===== src/rtl/adder_pkg.sv =====
// Shared helpers for the pipelined carry-lookahead adder/subtractor.
package adder_pkg;

  localparam int BLOCK_MAX = 8;

  typedef struct packed {
    logic [BLOCK_MAX-1:0] sum;
    logic                 p;
    logic                 g;
  } cla_grp_t;

  // One lookahead group of n (<= BLOCK_MAX) bits: sum with carry-in c, plus
  // group propagate/generate that are independent of c.
  function automatic cla_grp_t cla_group(input logic [BLOCK_MAX-1:0] a,
                                         input logic [BLOCK_MAX-1:0] b,
                                         input logic c, input int n);
    cla_grp_t r;
    logic     cc;
    r  = '{sum: '0, p: 1'b1, g: 1'b0};
    cc = c;
    for (int i = 0; i < BLOCK_MAX; i++) begin
      if (i < n) begin
        r.sum[i] = a[i] ^ b[i] ^ cc;
        cc       = (a[i] & b[i]) | ((a[i] ^ b[i]) & cc);
        r.g      = (a[i] & b[i]) | ((a[i] ^ b[i]) & r.g);
        r.p      = r.p & (a[i] ^ b[i]);
      end
    end
    return r;
  endfunction

endpackage


===== src/rtl/cla_slice.sv =====
// Combinational slice adder: BLOCK-bit lookahead groups, group carries chained.
module cla_slice
  import adder_pkg::*;
#(
  parameter int SLICE_W = 8,
  parameter int BLOCK   = 4
) (
  input  logic [SLICE_W-1:0] a,
  input  logic [SLICE_W-1:0] b,
  input  logic               cin,
  output logic [SLICE_W-1:0] sum,
  output logic               cout
);

  localparam int NG = SLICE_W / BLOCK;

  always_comb begin
    logic     c;
    cla_grp_t r;
    sum = '0;
    c   = cin;
    for (int j = 0; j < NG; j++) begin
      r = cla_group(BLOCK_MAX'(a[j*BLOCK +: BLOCK]), BLOCK_MAX'(b[j*BLOCK +: BLOCK]), c, BLOCK);
      sum[j*BLOCK +: BLOCK] = r.sum[BLOCK-1:0];
      c = r.g | (r.p & c);
    end
    cout = c;
  end

endmodule


===== src/rtl/pipelined_cla_addsub.sv =====
// Pipelined CLA add/subtract: one WIDTH/STAGES slice per stage, valid/ready
// stream with a single global advance.
module pipelined_cla_addsub
  import adder_pkg::*;
#(
  parameter int WIDTH  = 16,
  parameter int STAGES = 2,
  parameter int BLOCK  = 4
) (
  input  logic             clk,
  input  logic             rst_n,
  input  logic             in_valid,
  output logic             in_ready,
  input  logic [WIDTH-1:0] in_a,
  input  logic [WIDTH-1:0] in_b,
  input  logic             in_sub,
  input  logic             in_cin,
  output logic             out_valid,
  input  logic             out_ready,
  output logic [WIDTH-1:0] out_sum,
  output logic             out_cout,
  output logic             out_ovf,
  output logic             out_zero
);

  localparam int SW = WIDTH / STAGES;

  if (STAGES < 1 || BLOCK < 2 || BLOCK > BLOCK_MAX || (WIDTH % (STAGES * BLOCK)) != 0) begin : g_bad_param
    $error("pipelined_cla_addsub: WIDTH must be a multiple of STAGES*BLOCK, BLOCK in 2..8");
  end

  // Operands shift right one slice per stage so the next slice always sits at
  // bit 0; finished sum bits shift in from the top. The last stage keeps its
  // operand slice unshifted so the sign bits are still available for overflow.
  typedef struct packed {
    logic [WIDTH-1:0] a;
    logic [WIDTH-1:0] b;
    logic [WIDTH-1:0] sum;
    logic             sub;
    logic             cy;
  } stg_t;

  logic              advance;
  logic              accept;
  logic [STAGES-1:0] vld_pipe;
  stg_t              st_out [STAGES];
  stg_t              st_q   [STAGES];
  stg_t              fin;

  assign advance  = out_ready || !out_valid;
  assign in_ready = advance;
  assign accept   = in_valid && advance;

  for (genvar k = 0; k < STAGES; k++) begin : g_stg
    stg_t          s_in;
    logic [SW-1:0] s_sum;
    logic          s_cy;

    if (k == 0) begin : g_first
      assign s_in = '{a: in_a, b: in_b ^ {WIDTH{in_sub}}, sum: '0, sub: in_sub, cy: in_cin ^ in_sub};
    end else begin : g_next
      assign s_in = st_q[k-1];
    end

    cla_slice #(.SLICE_W(SW), .BLOCK(BLOCK)) u_slice (
      .a   (s_in.a[SW-1:0]),
      .b   (s_in.b[SW-1:0]),
      .cin (s_in.cy),
      .sum (s_sum),
      .cout(s_cy)
    );

    assign st_out[k] = '{
      a:   (k == STAGES-1) ? s_in.a : (s_in.a >> SW),
      b:   (k == STAGES-1) ? s_in.b : (s_in.b >> SW),
      sum: (s_in.sum >> SW) | (WIDTH'(s_sum) << (WIDTH - SW)),
      sub: s_in.sub,
      cy:  s_cy
    };
  end

  always_ff @(posedge clk or negedge rst_n) begin
    if (!rst_n) begin
      vld_pipe <= '0;
      for (int k = 0; k < STAGES; k++) st_q[k] <= '0;
    end else if (advance) begin
      vld_pipe <= STAGES'({vld_pipe, accept});
      for (int k = 0; k < STAGES; k++) st_q[k] <= st_out[k];
    end
  end

  assign fin       = st_q[STAGES-1];
  assign out_valid = vld_pipe[STAGES-1];
  assign out_sum   = out_valid ? fin.sum : '0;
  assign out_cout  = out_valid & (fin.cy ^ fin.sub);
  assign out_ovf   = out_valid & (fin.a[SW-1] == fin.b[SW-1]) & (fin.sum[WIDTH-1] != fin.a[SW-1]);
  assign out_zero  = out_valid & (fin.sum == '0);

endmodule


===== config.mk =====
export PLATFORM = sky130hd
export DESIGN_NAME = pipelined_cla_addsub
export DESIGN_NICKNAME = d
export VERILOG_FILES = /design/src/rtl/adder_pkg.sv /design/src/rtl/cla_slice.sv /design/src/rtl/pipelined_cla_addsub.sv
export SDC_FILE = /design/constraint.sdc
export NUM_CORES = 1
export LEC_CHECK = 0
export CAP_MARGIN = 20
export CORE_MARGIN = 1.5
export CORE_UTILIZATION = 45
export DETAILED_ROUTE_END_ITERATION = 8
export DONT_BUFFER_PORTS = 1
export PLACE_DENSITY_LB_ADDON = 0.15
export RECOVER_POWER = 25
export SYNTH_ARGS = -nofsm -noshare
export SYNTH_HDL_FRONTEND = slang
export SYNTH_HIERARCHICAL = 1
export SYNTH_SLANG_ARGS = --single-unit
export TNS_END_PERCENT = 20

===== constraint.sdc =====
create_clock -name clk -period 3.7 [get_ports clk]
set_input_delay 0.37 -clock clk [delete_from_list [all_inputs] [get_ports clk]]
set_output_delay 0.37 -clock clk [all_outputs]
set_load 0.01 [all_outputs]

==> results of run 1 <==
==> final cells by class <==
| class | instances | area, um^2 |
|---|---|---|
| fill | 543 | 3000 |
| multi-input combinational | 154 | 1560 |
| sequential | 48 | 1200 |
| clock buffer | 7 | 96.3 |
| tap | 75 | 93.8 |
| inverter | 10 | 37.5 |
| clock inverter | 1 | 30.0 |
| timing repair buffer | 2 | 13.8 |
==> power by group <==
part / internal, W / switching (W)
Clock: 0.000238 / 0.000170
Combinational: 0.000319 / 0.000264
Sequential: 0.000684 / 0.000143
==> through the flow <==
| stage | total power [W] | util (%) | std cells | instance area (um^2) | hold slack (ps) |
|---|---|---|---|---|---|
| 2_1_floorplan | 0.00129 | - | 222 | 2860 | 74.4 |
| 6_report | 0.00182 | 50.2 | 297 | 3030 | 209 |
| 3_5_place_dp | 0.00143 | 47.9 | 287 | 2890 | 75.9 |
| 4_1_cts | 0.00186 | 50.6 | 297 | 3050 | 198 |
| 3_3_place_gp | 0.00139 | 47.9 | 287 | 2890 | 75.9 |
| 5_1_grt | 0.00196 | 50.2 | 297 | 3030 | 189 |
==> layer usage <==
| metal | global-route usage [%] | vias up | routed length (um) |
|---|---|---|---|
| met1 | 22.0 | 801 | 2290 |
| li1 | - | 753 | - |
| met4 | 6.50 | 0 | 67 |
| met3 | 4.81 | 7 | 284 |
| met2 | 26.3 | 39 | 2510 |
| met5 | 0 | - | 0 |
==> synth_stat cells <==
master / number
ha_1: 16
nor2_1: 11
a21o_2: 1
fa_1: 12
a211o_1: 2
mux2_2: 27
o21a_1: 2
xor2_1: 14
nand2b_4: 1
and2_1: 10
and4_1: 1
a21oi_2: 1
nor4_1: 2
a21boi_0: 2
or3b_2: 1
o31ai_2: 1
o21ai_2: 1
dfrtp_1: 48
o211ai_1: 1
buf_2: 4
nand3b_1: 1
inv_1: 10
and2_2: 7
buf_4: 1
nand2b_1: 1
nor4_2: 1
nand4_1: 2
clkbuf_2: 1
mux2_4: 12
a21oi_1: 12
nand3_1: 1
a211oi_2: 1
nor4b_4: 1
xnor2_1: 8
clkbuf_1: 1
nand2_1: 1
buf_6: 3
==> final timing paths <==
check | to | start | depth (start not counted)
worst max-delay path | fin[17]$_DFFE_PN0P_ | g_stg[1].s_in[37]$_DFFE_PN0P_ | 9
worst min-delay path | g_stg[1].s_in[35]$_DFFE_PN0P_ | in_a[9] | 1
worst max register to register | fin[17]$_DFFE_PN0P_ | g_stg[1].s_in[37]$_DFFE_PN0P_ | 9
worst min register to register | vld_pipe[1]$_DFFE_PN0P_ | vld_pipe[0]$_DFFE_PN0P_ | 1
max in group asynchronous | fin[41]$_DFFE_PN0P_ | rst_n | 2
min in group asynchronous | g_stg[1].s_in[19]$_DFFE_PN0P_ | rst_n | 2
==> state kept, by name, indices dropped and copies added (netlist names) <==
| name | cells |
|---|---|
| g_stg.s_in | 26 |
| fin | 20 |
| vld_pipe | 2 |
==> timing repair <==
action,4_1_cts,5_1_grt
hold endpoints to repair,48,0
hold buffers,2,0
buffers inserted,0,0
==> placed cells by master, fill, tap and decap left out, drive strengths merged, types with 2 or more instances in the layout <==
cell / n
dfrtp: 48
nand2b: 2
nor4: 3
mux2: 39
a211o: 2
a21boi: 2
and2: 17
fa: 12
inv: 10
a21oi: 13
clkbuf: 8
xor2: 14
xnor2: 8
nor2: 11
o21a: 2
nand4: 2
ha: 16
==> logic make-up (layout without fill, tap and decap cells) <==
| logic type | Yosys count | in the layout | synth area share, % |
|---|---|---|---|
| flops | 48 | 48 | 41.9 |
| simple gates | 41 | 41 | 9.48 |
| compound gates | 24 | 24 | 5.81 |
| xor+xnor | 22 | 22 | 6.73 |
| mux | 39 | 39 | 16.9 |
| fa+ha+maj | 28 | 28 | 15.4 |
| buf+inv | 20 | 20 | 3.76 |
==> impl_metrics.csv, run 1 <==
group,metric,value,unit
status,status,"complete, but fails checks",
status,violations,"capacitance limit, slew limit",
synth,synthCells,222,
synth,seq_area_frac_synth,41.9,%
flow_run,drv_cap,1,
cts,cts_root_buf,"clkbuf_8",
grt,grt_pass1_wl,8400,um
timing,rsz0062_at_grt,"false",
synth,synth_top_cell_by_area,"dfrtp_1",
timing,setup_violations,0,
timing,min_period,3030,ps
grt,grt.total_usage,16.8,%
detailed_routing,drt.antenna.violating_nets,0,
synth,syn_area_per_cell,12.9,um^2
timing,finClkSkew,3.44,ps
grt,grt_pass1_vias,1664,
timing,fmax,330,MHz
setup_path,cp.required,3890,ps
synth,ys_top_cells_by_area,"dfrtp_1 (42%), mux2_2 (11%), fa_1 (8.4%)",
timing,hold_violations,0,
setup_path,crit_path_frequent_cell,"fa_1",
floorplanning,fp.dieW,82.8,um
detailed_routing,vias_per_cell,5.39,
synth,synth_top_area_share,41.9,%
grt,antenna_found_initial,0,
synth,ys_ff_latch,48,
detailed_routing,wire_per_inst,17.3,um
cts,cts_buffer_depth,2,
worst_hold_path,hold_class,"in2reg",
synth,mappedNetlistArea,2860,um^2
floorplanning,row_count,28,
timing,fin_ws,665,ps
setup_path,reg2reg_slack,670,ps
detailed_routing,drtPass1Iterations,4,
cts,clock-sinks,48,
setup_path,crit_path_max_fanout,3,
floorplanning,initial_core_util,47.5,%
setup_path,crit_buf_inv,0,
floorplanning,core,6030,um^2
placement,place_hpwl,3830,um
cells_and_area,nNetsFinal,287,
synth,yosysWarnings,6,
timing,fin_setup_tns,0,ps
cells_and_area,syn2layout_area_growth,5.72,%
setup_path,cp_top_family,"adder cells",
placement,place_ws,681,ps
timing,slew_violations,49,
floorplanning,die_h,82.8,um
grt,grt_max_degree,58,
setup_path,cp-start-kind,"register",
cells_and_area,drive_gt1_share,28.4,%
power_and_ir_drop,vdd.ir_drop.worst,0.337,mV
detailed_routing,route.detailed.drc,0,
synth,ys_types,37,
cts,numCtsBuffers,5,
synth,syn_nets,288,
setup_path,worstPathArrival,3220,ps
cts,cts_resized,0,
timing,slew_headroom,-72.3,%
power_and_ir_drop,power_density,600,nW/um^2
setup_path,cp_slowest_cell,"fa_1",
floorplanning,die_area,6850,um^2
floorplanning,io_pins,59,
setup_path,cpPeakStageDelay,410,ps
timing,worst_pin_slew,2580,ps
cts,htree_levels,2,
setup_path,crit_chain,"ha_1 > a211o_1 > a21oi_2 > nor2_1 > fa_1 > fa_1 > fa_1 > xor2_1 > mux2_2",
placement,portBuffers,0,
cts,cts_tree,"done",
cells_and_area,diodes,0,
cts,insertion_delay,300,ps
setup_path,critical_path_class,"reg2reg",
detailed_routing,drt-total-wl,5150,um
grt,grt_overflow_total,0,
detailed_routing,drt_iter0_drc,87,
detailed_routing,vias,1600,
setup_path,endpoint_kind,"register",
cts,clkTransAtPathRegs,80,ps
timing,min_period_over_period,82.0,%
placement,place.gp.congestion,0.828,
power_and_ir_drop,power_leakage,1.34,nW
Note: power is estimated with default switching activity, not from simulation.
==> inputs of run 2 (changes only) <==
- clock period: 3.7 -> 3 ns (I/O delays scaled with it)
==> run 2 against run 1 <==
The run still ends with capacitance limit, slew limit left. Sequential power is 25% higher. Global-route usage shrank 0.18 points. Hold slack worse by 63 ps. First-iteration DRC count is 6.9% higher. Design area is 0.79% higher. Sequential share of layout area is 0.31 points lower. Clock-buffer cell count did not move. Sequential cell count unchanged. Power up 20%. Critical path type unchanged.
==> impl_metrics.csv, run 2 (synthesized netlist as in run 1, its figures left out) <==
group,metric,value,unit
grt,grt.total_usage,16.6,%
detailed_routing,met1_length,2380,um
floorplanning,io_pins,59,
power_and_ir_drop,p_int,0.00146,W
detailed_routing,route.met2.wl,2420,um
detailed_routing,drt-total-wl,5130,um
detailed_routing,drtPass1Iterations,6,
timing,rsz0062_at_grt,"false",
cells_and_area,drive_gt1_share,30.4,%
power_and_ir_drop,power_density,713,nW/um^2
cells_and_area,mostFrequentLayoutCell,"dfrtp_1",
power_and_ir_drop,power_leakage,1.35,nW
cells_and_area,largest_register_ffs,26,
setup_path,worstPathArrival,3060,ps
cells_and_area,stdcell_area,3050,um^2
cts,insertion_delay,300,ps
setup_path,critical_path_class,"reg2reg",
cts,cts_tree,"done",
grt,grt_max_degree,58,
floorplanning,die_area,6850,um^2
timing,fin_ws,125,ps
cells_and_area,diodes,0,
setup_path,cp.required,3180,ps
cts,clock-sinks,48,
detailed_routing,dr.max_layer_used,"met4",
power_and_ir_drop,clock_power_share,18.7,%
floorplanning,fp.dieW,82.8,um
detailed_routing,route.detailed.drc,0,
setup_path,cp-start-kind,"register",
power_and_ir_drop,switching_share,33.0,%
timing,slew_headroom,-41.2,%
floorplanning,core,6030,um^2
timing,finClkSkew,5.99,ps
detailed_routing,wire_per_inst,17.1,um
power_and_ir_drop,comb_power_share,33.8,%
cts,cts_root_buf,"clkbuf_8",
detailed_routing,drt_iter0_drc,93,
floorplanning,initial_core_util,47.5,%
timing,worst_pin_slew,2120,ps
cts,numCtsBuffers,5,
grt,antenna_found_initial,0,
cells_and_area,syn2layout_area_growth,6.55,%
worst_hold_path,hold_class,"in2reg",
status,status,"complete, but fails checks",
power_and_ir_drop,vdd.ir_drop.worst,0.315,mV
timing,setup_violations,0,
worst_hold_path,worstHoldPathCells,1,
placement,dp_cells,287,
cts,cts_buffer_depth,2,
cells_and_area,final_cells,299,
timing,fmax,348,MHz
placement,dpl_cell_area,2900,um^2
detailed_routing,vias_per_cell,5.36,
timing,slew_violations,49,
timing,min_period_over_period,95.8,%
setup_path,ff2ff_path_depth,9,
cts,htree_levels,2,
setup_path,endpoint_kind,"register",
placement,place.gp.congestion,0.769,
floorplanning,die_h,82.8,um
flow_run,drv_cap,1,
power_and_ir_drop,pwr-share-seq,47.5,%
cells_and_area,nNetsFinal,290,
cells_and_area,layout_common_cells,"dfrtp_1 (48), mux2_2 (27), ha_1 (15)",
floorplanning,row_count,28,
placement,place_ws,-10.3,ps
detailed_routing,drt.antenna.violating_nets,0,
placement,portBuffers,0,
power_and_ir_drop,switching_power,0.000719,W
setup_path,crit_path_max_fanout,3,
detailed_routing,wl_met3,284,um
power_and_ir_drop,fin_total_pwr,0.00218,W
cells_and_area,fill_cells,538,
cells_and_area,multi_input_area,1580,um^2
detailed_routing,vias,1602,
cells_and_area,register_area,1200,um^2
grt,grt_overflow_total,0,
timing,min_period,2880,ps
cts,clkTransAtPathRegs,80,ps
grt,grt_pass1_wl,8250,um
status,violations,"capacitance limit, slew limit",
grt,grt_pass1_vias,1600,
timing,hold_violations,0,
placement,place_hpwl,3740,um
run 2: metrics by stage:
stage	TNS (ps)	hold slack, ps	utilization (%)
2_1_floorplan	0	4.41	-
3_3_place_gp	0	5.81	48.0
3_5_place_dp	-10.3	5.53	48.0
4_1_cts	0	138	50.5
5_1_grt	0	125	50.6
6_report	0	146	50.6
run 2: path summary, 6_finish.rpt:
| check | startpoint | to | slack [ps] |
|---|---|---|---|
| max | g_stg[1].s_in[36]$_DFFE_PN0P_ | fin[17]$_DFFE_PN0P_ | 120 |
| min | in_a[10] | g_stg[1].s_in[36]$_DFFE_PN0P_ | 150 |
| max reg2reg | g_stg[1].s_in[36]$_DFFE_PN0P_ | fin[17]$_DFFE_PN0P_ | 120 |
| min reg2reg | vld_pipe[0]$_DFFE_PN0P_ | vld_pipe[1]$_DFFE_PN0P_ | 460 |
| max in group asynchronous | rst_n | g_stg[1].s_in[0]$_DFFE_PN0P_ | 520 |
| min in group asynchronous | rst_n | fin[25]$_DFFE_PN0P_ | 1270 |
run 2: layout make-up:
class                           count  share of cell area, %
Sequential cell                    48                   39.4
Tap cell                           75                   3.08
Multi-Input combinational cell    154                   51.7
Timing Repair Buffer                5                   1.48
Clock buffer                        7                   3.16
Inverter                           10                   1.23
run 2: routing by layer:
| layer | up-vias | GRT usage [%] |
|---|---|---|
| li1 | 760 | - |
| met1 | 794 | 22.3 |
| met2 | 44 | 26.6 |
| met3 | 4 | 4.70 |
| met4 | 0 | 4.00 |
| met5 | - | 0 |
run 2: power by group through the flow:
stage / sequential [W] / combinational, W / clock (W)
after floorplan: 0.000971 / 0.000621 / 0
after global placement: 0.00103 / 0.000687 / 0
after detailed placement: 0.00105 / 0.000711 / 0
after CTS: 0.00104 / 0.000738 / 0.000420
after global routing: 0.00106 / 0.000827 / 0.000456
final: 0.00103 / 0.000737 / 0.000407
run 2: worst max-delay path, stage by stage, from the launching register on:
cell and delay [ps]:
dfrtp_1 420, ha_1 320, o21a_1 200, nor2_1 150, nor2_1 90, fa_1 390, fa_2 360, fa_1 390
xor2_1 170, mux2_2 270
run 2: timing repair:
| action | 4_1_cts | 5_1_grt |
|---|---|---|
| setup buffers | 0 | 3 |
| endpoints found under the setup margin | 1 | 1 |
| gates resized for setup | 1 | 1 |
| hold buffers | 2 | 0 |
| hold endpoints to repair | 48 | 0 |
==> inputs of run 3 (changes only) <==
- CTS_BUF_LIST: unset -> sky130_fd_sc_hd__clkbuf_16
- REMOVE_ABC_BUFFERS: unset -> 1
- SYNTH_HIERARCHICAL: 1 -> unset
==> run 3 against run 2 <==
Critical path depth is the same. Largest cell class unchanged. Largest power group unchanged. Clock power grew 57%. Combinational power shrank 21%. Global-route usage grew 0.50 points. Hold slack lost 26 ps. The run still ends with capacitance limit, slew limit left. Power grew 1.1%.
==> impl_metrics.csv, run 3 <==
group,metric,value,unit
synth,yosysWarnings,0,
cts,clkTransAtPathRegs,70,ps
synth,seq_area_frac_synth,43.5,%
timing,slew_headroom,-41.6,%
synth,synth_edf_count,0,
cells_and_area,nNetsFinal,361,
timing,slew_violations,49,
cells_and_area,mostFrequentLayoutCell,"nand2_1",
cts,cts_buffer_depth,2,
placement,place_ws,256,ps
grt,grt_pass1_vias,1763,
floorplanning,io_pins,59,
setup_path,crit_path_frequent_cell,"fa_1",
cts,numCtsBuffers,5,
status,violations,"capacitance limit, slew limit",
setup_path,crit_chain,"ha_1 > a21o_1 > a21oi_1 > o21ai_1 > fa_1 > fa_1 > fa_1 > xnor2_1 > o21ai_1",
synth,ys_types,31,
setup_path,endpoint_kind,"register",
synth,ys_ff_latch,48,
synth,ys_top_cells_by_area,"dfrtp_1 (44%), nand2_1 (13%), fa_1 (8.7%)",
synth,mappedNetlistArea,2760,um^2
timing,finClkSkew,3.93,ps
timing,fmax,378,MHz
cells_and_area,final_cells,371,
timing,min_period,2640,ps
placement,dp_cells,361,
setup_path,ff2ff_path_depth,9,
cells_and_area,multi_input_area,1430,um^2
synth,synthArstFlopShare,100,%
cts,cts_root_buf,"clkbuf_16",
cells_and_area,final_util,50.6,%
cells_and_area,layout_common_cells,"nand2_1 (95), dfrtp_1 (48), and2_1 (17)",
grt,grt_pass1_wl,8400,um
setup_path,worstPathArrival,2800,ps
synth,synthFlopType,"dfrtp_1",
cts,cts_resized,0,
detailed_routing,vias,1858,
detailed_routing,drt.antenna.violating_nets,0,
synth,synth.most_common_cell,"nand2_1",
grt,antenna_found_initial,0,
detailed_routing,route.detailed.drc,0,
setup_path,cp_slowest_cell,"fa_1",
cells_and_area,syn2layout_area_growth,8.61,%
grt,grt_use_met2,26.8,%
detailed_routing,vias_per_cell,5.01,
cells_and_area,fill_cells,558,
grt,grt_overflow_total,0,
cells_and_area,drive_gt1_share,6.42,%
timing,setup_violations,0,
cts,cts-hold-fix-buffers,2,
timing,worst_hold_slack,120,ps
synth,synthCells,298,
placement,place_hpwl,3730,um
flow_run,drv_cap,1,
floorplanning,die_area,6610,um^2
timing,fin_ws,357,ps
power_and_ir_drop,power_leakage,1.46,nW
detailed_routing,wire_per_inst,14.1,um
setup_path,crit_path_max_fanout,2,
synth,syn_area_per_cell,9.26,um^2
placement,dpl_cell_area,2800,um^2
cts,cts_setup_buffers,0,
detailed_routing,drt_iter0_drc,80,
grt,met1_usage,22.7,%
setup_path,cp-start-kind,"register",
timing,worst_pin_slew,2120,ps
power_and_ir_drop,vdd.ir_drop.worst,0.330,mV
floorplanning,fp.dieW,81.3,um
placement,place.gp.congestion,0.716,
placement,portBuffers,0,
worst_hold_path,worstHoldPathCells,2,
cts,clock-sinks,48,
cts,htree_levels,2,
setup_path,critical_path_class,"reg2reg",
cells_and_area,diodes,0,
worst_hold_path,hold_class,"in2reg",
grt,grt_max_degree,49,
synth,synth_top_area_share,43.5,%
timing,hold_violations,0,
synth,synth_top_cell_by_area,"dfrtp_1",
cells_and_area,largest_register_ffs,26,
status,status,"complete, but fails checks",
detailed_routing,drt-total-wl,5220,um
power_and_ir_drop,power_density,734,nW/um^2
cells_and_area,register_area,1200,um^2
cts,cts_tree,"done",
floorplanning,initial_core_util,46.6,%
grt,grt_busiest_layer,"met2",
timing,min_period_over_period,88.1,%
setup_path,cp.required,3160,ps
floorplanning,core,5920,um^2
setup_path,cpPeakStageDelay,400,ps
floorplanning,row_count,28,
cells_and_area,stdcell_area,3000,um^2
grt,grt.total_usage,17.1,%
floorplanning,die_h,81.3,um
timing,rsz0062_at_grt,"false",
detailed_routing,drtPass1Iterations,4,
cts,insertion_delay,290,ps
synth,synthTopCellsByCount,"nand2_1 (95), dfrtp_1 (48), and2_1 (17)",
grt,met3_usage,4.83,%
run 3: cell count changes after synthesis, moves of 4 or more:
cell / previous run / this run
mux2_4: 12 / 0
mux2_2: 27 / 0
nand2_1: 1 / 95
o21ai_1: 0 / 14
and2_1: 10 / 17
and2_2: 7 / 0
inv_2: 0 / 6
clkbuf_1: 1 / 5
run 3: worst max-delay path, delay by kind of cell (launching register included):
| kind | cells | cell delay (ps) |
|---|---|---|
| compound gates | 4 | 500 |
| xor+xnor | 1 | 150 |
| flops | 1 | 380 |
| fa+ha+maj | 4 | 1470 |
run 3: routing by layer:
layer,routed length [um],vias to the layer above
met5,0,-
met4,72,0
met3,314,6
met2,2420,48
met1,2410,863
li1,-,941
run 3: area by class of cell:
cell class	instances	area share [%]
multi-input cells	220	47.8
flip-flops and latches	48	40.1
clock buffers	5	4.17
well taps	75	3.13
inverters	16	2.00
clock inverters	3	1.54
repair buffers	4	1.25
run 3: worst paths after layout:
check                                                   start                            end  slack [ps]
worst max-delay path            g_stg[1].s_in[18]$_DFFE_PN0N_            fin[17]$_DFFE_PN0N_         360
worst min-delay path                                 in_valid        vld_pipe[0]$_DFFE_PN0N_         120
worst max register to register  g_stg[1].s_in[18]$_DFFE_PN0N_            fin[17]$_DFFE_PN0N_         360
worst min register to register  g_stg[1].s_in[12]$_DFFE_PN0N_  g_stg[1].s_in[12]$_DFFE_PN0N_         470
max in group asynchronous                               rst_n  g_stg[1].s_in[21]$_DFFE_PN0N_         570
min in group asynchronous                               rst_n  g_stg[1].s_in[35]$_DFFE_PN0N_        1190
run 3: cell families after synthesis:
family          share of synthesized area (%)
simple gates                             20.7
xor+xnor                                 7.25
buf+inv                                  4.81
fa+ha+maj                                16.0
flops                                    43.5
mux                                     0.408
compound gates                           7.39
run 3: per-stage QoR:
step                total power [W]  setup TNS [ps]
global placement            0.00155               0
finish                      0.00220               0
global route                0.00238               0
floorplan                   0.00142          -18360
detailed placement          0.00157               0
CTS                         0.00224               0
run 3: report_power, final:
group	internal [W]	switching, W	leakage, nW
Combinational	0.000252	0.000328	0.813
Sequential	0.000826	0.000153	0.571
Clock	0.000396	0.000245	0.0804
Total	0.00147	0.000726	1.46
